$ cat src/rtl/input_port_buffer_pkg.sv
// Shared types and field-position helpers for the router input port buffer.
package input_port_buffer_pkg;

    typedef enum logic [1:0] {
        BODY      = 2'b00,
        HEAD      = 2'b01,
        TAIL      = 2'b10,
        HEAD_TAIL = 2'b11
    } flit_type_e;

    typedef enum logic [1:0] {
        IDLE   = 2'b00,
        ROUTE  = 2'b01,
        ACTIVE = 2'b10
    } ibuf_state_e;

    localparam int TYPE_W    = 2;
    localparam int DST_X_LSB = 0;

    // The type field occupies the top two bits of every flit.
    function automatic int type_lsb(input int flit_width);
        return flit_width - TYPE_W;
    endfunction

    function automatic int dst_y_lsb(input int x_width);
        return x_width + 1;
    endfunction

    function automatic logic is_head(input flit_type_e t);
        return (t == HEAD) || (t == HEAD_TAIL);
    endfunction

    function automatic logic is_tail(input flit_type_e t);
        return (t == TAIL) || (t == HEAD_TAIL);
    endfunction

endpackage

$ cat src/rtl/input_port_buffer_if.sv
// Flit, credit and route-computation signals of one router input port.
interface input_port_buffer_if #(
    parameter int X_WIDTH    = 2,
    parameter int Y_WIDTH    = 2,
    parameter int FLIT_WIDTH = 32,
    parameter int DEPTH      = 4
);
    logic                     in_valid;
    logic [FLIT_WIDTH-1:0]    in_flit;
    logic                     credit_out;
    logic [X_WIDTH:0]         dst_x;
    logic [Y_WIDTH:0]         dst_y;
    logic                     dst_valid;
    logic                     out_valid;
    logic [FLIT_WIDTH-1:0]    out_flit;
    logic                     out_ready;
    logic                     out_tail;
    logic [$clog2(DEPTH):0]   count;
    logic                     err;

    // master: upstream link plus switch side; slave: the buffer itself
    modport master (
        output in_valid, in_flit, out_ready,
        input  credit_out, dst_x, dst_y, dst_valid, out_valid, out_flit,
               out_tail, count, err
    );

    modport slave (
        input  in_valid, in_flit, out_ready,
        output credit_out, dst_x, dst_y, dst_valid, out_valid, out_flit,
               out_tail, count, err
    );
endinterface

$ cat src/rtl/input_port_buffer_sync_fifo.sv
// Synchronous FIFO with a registered front word; a write appears at the front one cycle later.
module sync_fifo #(
    parameter int DEPTH = 4,
    parameter int WIDTH = 32
) (
    input  logic                     clk,
    input  logic                     rst,
    input  logic                     wr_en,
    input  logic [WIDTH-1:0]         wr_data,
    input  logic                     rd_en,
    output logic [WIDTH-1:0]         rd_data,
    output logic [$clog2(DEPTH):0]   count,
    output logic                     full,
    output logic                     empty
);
    localparam int AW = $clog2(DEPTH);
    localparam int CW = AW + 1;

    logic [WIDTH-1:0] mem [DEPTH];
    logic [AW-1:0]    wr_ptr_reg;
    logic [AW-1:0]    rd_ptr_reg;
    logic [AW-1:0]    rd_ptr_next;
    logic [CW-1:0]    count_reg;
    logic [WIDTH-1:0] front_reg;
    logic             push;
    logic             pop;

    assign full  = (count_reg == CW'(DEPTH));
    assign empty = (count_reg == '0);
    assign pop   = rd_en && !empty;
    // A full FIFO still accepts a write when a slot is freed in the same cycle.
    assign push  = wr_en && (!full || pop);
    assign rd_ptr_next = pop ? (rd_ptr_reg + AW'(1)) : rd_ptr_reg;

    always_ff @(posedge clk) begin
        if (push) begin
            mem[wr_ptr_reg] <= wr_data;
        end
    end

    always_ff @(posedge clk) begin
        if (rst) begin
            wr_ptr_reg <= '0;
            rd_ptr_reg <= '0;
            count_reg  <= '0;
            front_reg  <= '0;
        end else begin
            if (push) begin
                wr_ptr_reg <= wr_ptr_reg + AW'(1);
            end
            rd_ptr_reg <= rd_ptr_next;
            unique case ({push, pop})
                2'b10:   count_reg <= count_reg + CW'(1);
                2'b01:   count_reg <= count_reg - CW'(1);
                default: count_reg <= count_reg;
            endcase
            // Bypass covers the word being written into the slot that becomes the front.
            if (push && (wr_ptr_reg == rd_ptr_next)) begin
                front_reg <= wr_data;
            end else begin
                front_reg <= mem[rd_ptr_next];
            end
        end
    end

    assign rd_data = front_reg;
    assign count   = count_reg;
endmodule

$ cat src/rtl/input_port_buffer.sv
// Router input port: credit-managed flit FIFO, per-packet destination latch for rc,
// and the IDLE/ROUTE/ACTIVE sequencer that gates flits towards switch traversal.
module input_port_buffer
    import input_port_buffer_pkg::*;
#(
    parameter int X_WIDTH    = 2,
    parameter int Y_WIDTH    = 2,
    parameter int FLIT_WIDTH = 32,
    parameter int DEPTH      = 4
) (
    input  logic                 clk,
    input  logic                 rst,
    input_port_buffer_if.slave   bus
);
    localparam int CW       = $clog2(DEPTH) + 1;
    localparam int TYPE_LSB = type_lsb(FLIT_WIDTH);
    localparam int DY_LSB   = dst_y_lsb(X_WIDTH);

    logic [FLIT_WIDTH-1:0] front;
    logic [CW-1:0]         fifo_count;
    logic                  fifo_full;
    logic                  fifo_empty;
    flit_type_e            front_type;

    ibuf_state_e           state_reg;
    ibuf_state_e           state_next;
    logic                  out_valid;
    logic                  switch_pop;
    logic                  drop_pop;
    logic                  fifo_pop;
    logic                  capture;
    logic                  release_pkt;
    logic                  overflow;

    logic [X_WIDTH:0]      dst_x_reg;
    logic [Y_WIDTH:0]      dst_y_reg;
    logic                  dst_valid_reg;
    logic                  credit_reg;
    logic                  err_reg;

    sync_fifo #(
        .DEPTH (DEPTH),
        .WIDTH (FLIT_WIDTH)
    ) u_fifo (
        .clk     (clk),
        .rst     (rst),
        .wr_en   (bus.in_valid),
        .wr_data (bus.in_flit),
        .rd_en   (fifo_pop),
        .rd_data (front),
        .count   (fifo_count),
        .full    (fifo_full),
        .empty   (fifo_empty)
    );

    assign front_type = flit_type_e'(front[TYPE_LSB +: TYPE_W]);

    always_ff @(posedge clk) begin
        if (rst) begin
            state_reg <= IDLE;
        end else begin
            state_reg <= state_next;
        end
    end

    always_comb begin
        state_next  = state_reg;
        out_valid   = 1'b0;
        switch_pop  = 1'b0;
        drop_pop    = 1'b0;
        capture     = 1'b0;
        release_pkt = 1'b0;
        unique case (state_reg)
            IDLE: begin
                if (!fifo_empty) begin
                    if (is_head(front_type)) begin
                        capture    = 1'b1;
                        state_next = ROUTE;
                    end else begin
                        // Orphan body/tail without a head: discard but still return its credit.
                        drop_pop = 1'b1;
                    end
                end
            end
            ROUTE: begin
                state_next = ACTIVE;
            end
            ACTIVE: begin
                out_valid  = !fifo_empty;
                switch_pop = out_valid && bus.out_ready;
                if (switch_pop && is_tail(front_type)) begin
                    release_pkt = 1'b1;
                    state_next  = IDLE;
                end
            end
            default: begin
                state_next = IDLE;
            end
        endcase
    end

    assign fifo_pop = switch_pop || drop_pop;
    assign overflow = bus.in_valid && fifo_full && !fifo_pop;

    always_ff @(posedge clk) begin
        if (rst) begin
            dst_x_reg     <= '0;
            dst_y_reg     <= '0;
            dst_valid_reg <= 1'b0;
            credit_reg    <= 1'b0;
            err_reg       <= 1'b0;
        end else begin
            if (capture) begin
                dst_x_reg     <= front[DST_X_LSB +: X_WIDTH+1];
                dst_y_reg     <= front[DY_LSB +: Y_WIDTH+1];
                dst_valid_reg <= 1'b1;
            end else if (release_pkt) begin
                dst_valid_reg <= 1'b0;
            end
            credit_reg <= fifo_pop;
            if (overflow || drop_pop) begin
                err_reg <= 1'b1;
            end
        end
    end

    assign bus.credit_out = credit_reg;
    assign bus.dst_x      = dst_x_reg;
    assign bus.dst_y      = dst_y_reg;
    assign bus.dst_valid  = dst_valid_reg;
    assign bus.out_valid  = out_valid;
    assign bus.out_flit   = front;
    assign bus.out_tail   = is_tail(front_type);
    assign bus.count      = fifo_count;
    assign bus.err        = err_reg;
endmodule

$ cat src/flat_wrapper.sv
// flat-port wrapper written by rule: the top's interface ports become plain ports
module input_port_buffer_flat import input_port_buffer_pkg::*;
#(
    parameter int X_WIDTH    = 2,
    parameter int Y_WIDTH    = 2,
    parameter int FLIT_WIDTH = 32,
    parameter int DEPTH      = 4
)
  (clk, rst, bus_in_valid, bus_in_flit, bus_out_ready, bus_credit_out, bus_dst_x, bus_dst_y, bus_dst_valid, bus_out_valid, bus_out_flit, bus_out_tail, bus_count, bus_err);
  input_port_buffer_if #(.X_WIDTH(X_WIDTH), .Y_WIDTH(Y_WIDTH), .FLIT_WIDTH(FLIT_WIDTH), .DEPTH(DEPTH)) bus_i ();
  input  logic clk;
  input  logic rst;
  input wire logic [$bits(bus_i.in_valid)-1:0] bus_in_valid;
  input wire logic [$bits(bus_i.in_flit)-1:0] bus_in_flit;
  input wire logic [$bits(bus_i.out_ready)-1:0] bus_out_ready;
  output wire logic [$bits(bus_i.credit_out)-1:0] bus_credit_out;
  output wire logic [$bits(bus_i.dst_x)-1:0] bus_dst_x;
  output wire logic [$bits(bus_i.dst_y)-1:0] bus_dst_y;
  output wire logic [$bits(bus_i.dst_valid)-1:0] bus_dst_valid;
  output wire logic [$bits(bus_i.out_valid)-1:0] bus_out_valid;
  output wire logic [$bits(bus_i.out_flit)-1:0] bus_out_flit;
  output wire logic [$bits(bus_i.out_tail)-1:0] bus_out_tail;
  output wire logic [$bits(bus_i.count)-1:0] bus_count;
  output wire logic [$bits(bus_i.err)-1:0] bus_err;
  assign bus_i.in_valid = bus_in_valid;
  assign bus_i.in_flit = bus_in_flit;
  assign bus_i.out_ready = bus_out_ready;
  assign bus_credit_out = bus_i.credit_out;
  assign bus_dst_x = bus_i.dst_x;
  assign bus_dst_y = bus_i.dst_y;
  assign bus_dst_valid = bus_i.dst_valid;
  assign bus_out_valid = bus_i.out_valid;
  assign bus_out_flit = bus_i.out_flit;
  assign bus_out_tail = bus_i.out_tail;
  assign bus_count = bus_i.count;
  assign bus_err = bus_i.err;
  input_port_buffer #(.X_WIDTH(X_WIDTH), .Y_WIDTH(Y_WIDTH), .FLIT_WIDTH(FLIT_WIDTH), .DEPTH(DEPTH)) u_core (.clk(clk), .rst(rst), .bus(bus_i));
endmodule
$ cat config.mk
export PLATFORM = sky130hd
export DESIGN_NAME = input_port_buffer_flat
export DESIGN_NICKNAME = d
export VERILOG_FILES = /design/src/rtl/input_port_buffer_pkg.sv /design/src/rtl/input_port_buffer_if.sv /design/src/rtl/input_port_buffer_sync_fifo.sv /design/src/rtl/input_port_buffer.sv /design/src/flat_wrapper.sv
export SDC_FILE = /design/constraint.sdc
export NUM_CORES = 1
export LEC_CHECK = 0
export BUFFER_PORTS_ARGS = -buffer_cell sky130_fd_sc_hd__buf_2
export CELL_PAD_IN_SITES_DETAIL_PLACEMENT = 0
export CELL_PAD_IN_SITES_GLOBAL_PLACEMENT = 1
export CORE_ASPECT_RATIO = 1.2
export CORE_MARGIN = 10
export CORE_UTILIZATION = 31
export CTS_BUF_LIST = sky130_fd_sc_hd__clkbuf_4 sky130_fd_sc_hd__clkbuf_8 sky130_fd_sc_hd__clkbuf_16
export CTS_CLUSTER_DIAMETER = 30
export CTS_CLUSTER_SIZE = 28
export DETAILED_ROUTE_END_ITERATION = 10
export GPL_ROUTABILITY_DRIVEN = 0
export PLACE_DENSITY = 0.55
export REMOVE_ABC_BUFFERS = 1
export SLEW_MARGIN = 20
export SYNTH_ARGS = -nofsm -noshare
export SYNTH_HDL_FRONTEND = slang
export SYNTH_SLANG_ARGS = --single-unit
$ cat constraint.sdc
create_clock -name clk -period 7.2 [get_ports clk]
set_clock_uncertainty 0.05 [all_clocks]
set_input_delay 1.08 -clock clk [delete_from_list [all_inputs] [get_ports clk]]
set_output_delay 1.08 -clock clk [all_outputs]
set_load 0.005 [all_outputs]
## Yosys cells after proc, flatten, opt, wreduce, memory -nomap -nowiden

Memory sizes are Yosys's and may differ from the RTL's. A register that Yosys moved wholly into a read port is not among the register bits.
Index checks and enable logic that the tools add are counted.

| word-level totals | value |
|---|---|
| bits in registers | 18 |
| bits in latches | 0 |
| memory bits (writable) | 128 |
| ROM bits | 0 |
| input port bits | 36 |
| output and inout bits | 46 |
| memories kept | 1 |

Memories:

| name | depth | width | read ports | clocked after memory_dff | wr ports | RTL line | text |
|---|---|---|---|---|---|---|---|
| u_core.u_fifo.mem | 4 | 32 | 1 | 1 | 1 | input_port_buffer_sync_fifo.sv:19 | `logic [WIDTH-1:0] mem [DEPTH];` |

| operators by class | value |
|---|---|
| add/sub/neg operators | 4 |
| multipliers | 0 |
| divide/modulo/power cells | 0 |
| order comparisons | 0 |
| eq/ne operators | 11 |
| shift operators | 0 |
| mux-type cells | 20 |
| bitwise gates (word level) | 0 |
| reductions and logical operators | 19 |

Operators with widths:

| operator | number |
|---|---|
| 1-bit 2-to-1 mux | 14 |
| 2-bit equality test (second input constant) | 4 |
| 2-bit 2-to-1 mux | 4 |
| 2-bit by 1-bit equality test with 1-bit output (second input constant) | 3 |
| 1-bit logical AND | 6 |
| 2-bit one-hot mux with 3 select lines | 1 |
| 3-bit one-hot mux with 2 select lines | 1 |
| 1-bit logical OR | 5 |
| 2-bit by 1-bit adder with 2-bit output (second input constant) | 2 |
| 2-bit by 1-bit inequality test with 1-bit output (second input constant) | 2 |
| 2-bit nonzero test | 2 |
| 3-bit by 1-bit adder with 3-bit output (second input constant) | 1 |
| 3-bit equality test (second input constant) | 1 |
| 1-bit logical NOT | 3 |
| 3-bit logical NOT | 1 |
| 3-bit AND reduction | 1 |
| 3-bit by 1-bit subtractor with 3-bit output (second input constant) | 1 |
| 2-bit logical NOT | 1 |
| 2-bit inequality test (second input constant) | 1 |

## Longest topological paths before layout

| logic depth | value |
|---|---|
| word-level depth | 11 |
| mapped depth | 9 |

## Cells and area by module

A second synthesis with hierarchy kept.

| second synthesis, totals | value |
|---|---|
| cell total of the unflattened synthesis | 691 |
| area, all modules | 8,687.1 um2 |

By module, submodules not included:

| module | times used | cells each | area an instance (um2) |
|---|---|---|---|
| sync_fifo | 1 | 646 | 8,255.4 |
| input_port_buffer | 1 | 45 | 431.7 |

## Worst setup path before layout

No wires, ideal clock.

| path | value |
|---|---|
| kind | input-to-reg |
| start point | input bus_out_ready |
| end point | memory u_core.u_fifo.mem[0][0] (enable) |
| library setup time | 0.421 ns |
| data arrival time | 3.345 ns |
| setup slack | 3.384 ns |
| stages on the path | 4 |
| path buffers | 0 |
| cells stage by stage | and2b_4 -> nor4_2 -> o21ai_1 -> nor2_1 |

| between the ends | value |
|---|---|
| cells in the longest elaborated chain, start to end | 8 |

Ends and longest elaborated chain:

| item | RTL line | text |
|---|---|---|
| from (decl) | flat_wrapper.sv:15 | `input wire logic [$bits(bus_i.out_ready)-1:0] bus_out_ready;` |
| 1-bit logical AND | input_port_buffer.sv:90 | `switch_pop = out_valid && bus.out_ready;` |
| 1-bit 2-to-1 mux | input_port_buffer.sv:73 | `unique case (state_reg)` |
| 1-bit logical OR | input_port_buffer.sv:102 | `assign fifo_pop = switch_pop \|\| drop_pop;` |
| 1-bit logical AND | input_port_buffer_sync_fifo.sv:30 | `assign pop = rd_en && !empty;` |
| 1-bit logical OR | input_port_buffer_sync_fifo.sv:32 | `assign push = wr_en && (!full \|\| pop);` |
| 1-bit logical AND | input_port_buffer_sync_fifo.sv:32 |  |
| 1-bit 2-to-1 mux | input_port_buffer_sync_fifo.sv:36 | `if (push) begin` |
| 1-bit 2-to-1 mux (not written as such) | input_port_buffer_sync_fifo.sv:37 | `mem[wr_ptr_reg] <= wr_data;` |
| to (decl) | input_port_buffer_sync_fifo.sv:19 |  |

No other way between the ends.

## Worst setup path in the final report

| path | value |
|---|---|
| start point | input bus_out_ready |
| end point | memory u_core.u_fifo.mem[2][11] (enable) |

Same word-level chain as after synthesis.

==> impl_metrics.toml <==
[timing]
timing.fmax_ghz = 0.301
worst_slew_pin_slew_ns = 0.975
finalHoldViolations = 0
slew_viol_final = 0
setup_tns_ns = 0
finalSetupViolCount = 0
min_period_ns = 3.32
fin_crit_sh_pct = 46.1
slew_headroom_pct = 34.5
rsz0062_at_grt = "false"

[flow_run]
max-cap-violations = 0

[clocking]
cts-htree-levels = 4
clk_latency_ns = 0.42
cts_root_buf = "clkbuf_16"
postCtsSetupRepairBufs = 0
cts_tree = "yes"
cts.sinks = 178
path_clk_slew_ns = 0.06
clockBufferDepth = 2
numCtsBuffers = 17
cts-hold-fix-buffers = 0
ctsResizeCount = 0

[final_layout]
largest_reg_flops = 128
final_common_cell = "edfxtp_1"
final_cells = 912
nets = 609
multi_input_area_mm2 = 0.00295
fillers = 2415
top_register = "u_core.u_fifo.mem"
layout_common_cells = "edfxtp_1 (128), buf_2 (81), mux4_2 (64), dfxtp_1 (48), inv_1 (43)"
syn2layout_area_growth_pct = 17.6
final_area_mm2 = 0.00955
seq_area_mm2 = 0.00485
drive_gt1_share_pct = 39.9

[floorplanning]
core_area_mm2 = 0.0256
io-pin-count = 82
die_x_um = 168
initial_core_util_pct = 31.7
die_h_um = 197
dieArea_mm2 = 0.0331
row_count = 64

[synth]
syn_area_mm2 = 0.00812
syn_inst = 500
async_flop_share_pct = 0
syn_area_per_cell_um2 = 16.2
synth-main-ff-cell = "edfxtp_1"
yosysUniqueCellTypes = 42
synth-edff-count = 128
ys.warnings.count = 0
ys_seq_elements = 178
yosysSeqAreaShare_pct = 59.7

[power_and_ir_drop]
design_power_total_mw = 3.94
leakagePower_nw = 3.27
ir_drop_uv = 235
power-per-cell-area_mw_per_mm2 = 413

[worst_setup_path]
crit_arrival_ns = 3.39
endpoint = "u_core.u_fifo.mem[2][11]$_DFFE_PP_"
crit_start = "bus_out_ready"
crit_fanout = 36
worstPathRequired_ns = 7.28
reg2regPathDepth = 6
cp-end-kind = "flip-flop"
r2r_end = "u_core.u_fifo.mem[2][11]$_DFFE_PP_"
worstReg2RegStart = "u_core.state_reg[1]$_SDFFE_PP0P_"
start_kind = "input pin"
path_class = "input pin to flip-flop"
reg2reg_setup_slack_ns = 4.22

[worst_hold_path]
min_path_type = "flip-flop to flip-flop"
whs_path_depth = 2
min_from = "u_core.bus.dst_valid$_SDFFE_PP0P_"

[place]
dp_hpwl_mm = 11.7
numPortBuffers = 81
placedInstanceArea_mm2 = 0.00892
placedCellCount = 879

[grt]
grt_overflow = 0
antenna_found_initial = 1
grt_max_degree = 68
track_usage_pct = 11.6
grt_pass1_vias = 5078
grt_pass1_wl_mm = 29.9

[drt]
detail-route-antenna-nets = 0
wl_per_cell_um = 20.8
first_pass_iters = 4
dr_total_vias = 4624
drtIter0Drc = 311
drt-vias-per-instance = 5.07
drt_wl_total_mm = 18.9
drcViolationCount = 0

[run_status]
status = "complete, no violations"
synth_stat cells (2+ instances only):
master / instances / share of area [%]
xor2_1: 3 / 0.32
mux4_2: 64 / 18
clkbuf_1: 18 / 0.83
buf_2: 11 / 0.68
buf_6: 6 / 0.83
nand2_1: 6 / 0.28
buf_1: 5 / 0.23
ha_1: 4 / 0.62
a221oi_1: 32 / 3.5
and2_1: 33 / 2.5
a211oi_2: 30 / 4.6
edfxtp_1: 128 / 47
inv_1: 43 / 2.0
a21oi_1: 6 / 0.37
mux2i_1: 8 / 0.99
nor2b_1: 3 / 0.23
a211oi_1: 2 / 0.18
dfxtp_1: 50 / 12
nor2_1: 22 / 1.0
xnor2_1: 4 / 0.43
per-stage QoR:
stage / hold slack [ns] / utilization, % / setup slack, ns
global placement: 0.420 / 34.4 / 3.23
global route: 0.476 / 37.3 / 3.70
finish: 0.431 / 37.3 / 3.88
floorplan: 0.431 / - / 1.89
detailed placement: 0.422 / 34.8 / 3.38
CTS: 0.438 / 37.2 / 3.82
cell families (layout without fill, tap and decap cells):
family | count (synthesis) | in the layout | synth area share [%]
AOI/OAI and AO/OA | 78 | 78 | 9.64
other | 0 | 1 | 0
buffers and inverters | 84 | 165 | 4.66
and+or+nand+nor | 75 | 75 | 5.37
xor gates and xnor gates | 7 | 7 | 0.755
muxes | 73 | 73 | 19.0
adders and majority gates | 5 | 5 | 0.863
DFF | 178 | 178 | 59.7
how the worst min path moves through the flow:
| stage | endpoint | slack [ns] |
|---|---|---|
| global placement | u_core.bus.dst_x[0]$_SDFFE_PP0P_ | 0.42 |
| CTS | u_core.bus.dst_valid$_SDFFE_PP0P_ | 0.44 |
| detailed placement | u_core.bus.dst_valid$_SDFFE_PP0P_ | 0.42 |
| global route | u_core.bus.dst_valid$_SDFFE_PP0P_ | 0.48 |
| floorplan | u_core.bus.dst_valid$_SDFFE_PP0P_ | 0.43 |
| finish | u_core.bus.dst_valid$_SDFFE_PP0P_ | 0.43 |
area by class of cell:
| class | count | area share, % |
|---|---|---|
| timing repair buffer | 90 | 5.79 |
| clock inverter | 8 | 1.06 |
| clock buffer | 24 | 5.32 |
| sequential | 178 | 50.8 |
| tap | 330 | 4.33 |
| multi-input combinational | 238 | 30.9 |
| inverter | 43 | 1.69 |
| antenna | 1 | 0.0262 |
critical path: stages:
cell	delay [ns]
buf_2	0.12
and2b_4	0.21
nor4_4	0.20
buf_4	0.41
o21ai_1	0.42
nor2_4	0.69
buf_16	0.24
power breakdown:
group	internal [mW]	total, mW	switching [mW]
clock network	0.565	0.941	0.375
registers	1.29	1.45	0.159
logic	0.718	1.55	0.834
total	2.57	3.94	1.37
routing by layer:
layer / vias to the layer above / GRT usage (%) / routed length [um]
met5: - / 0 / 0
met4: 0 / 3.91 / 231
met3: 17 / 3.09 / 944
met2: 110 / 19.6 / 9660
met1: 2392 / 13.9 / 8100
li1: 2105 / - / -
Note: power is estimated with default switching activity, not from simulation.
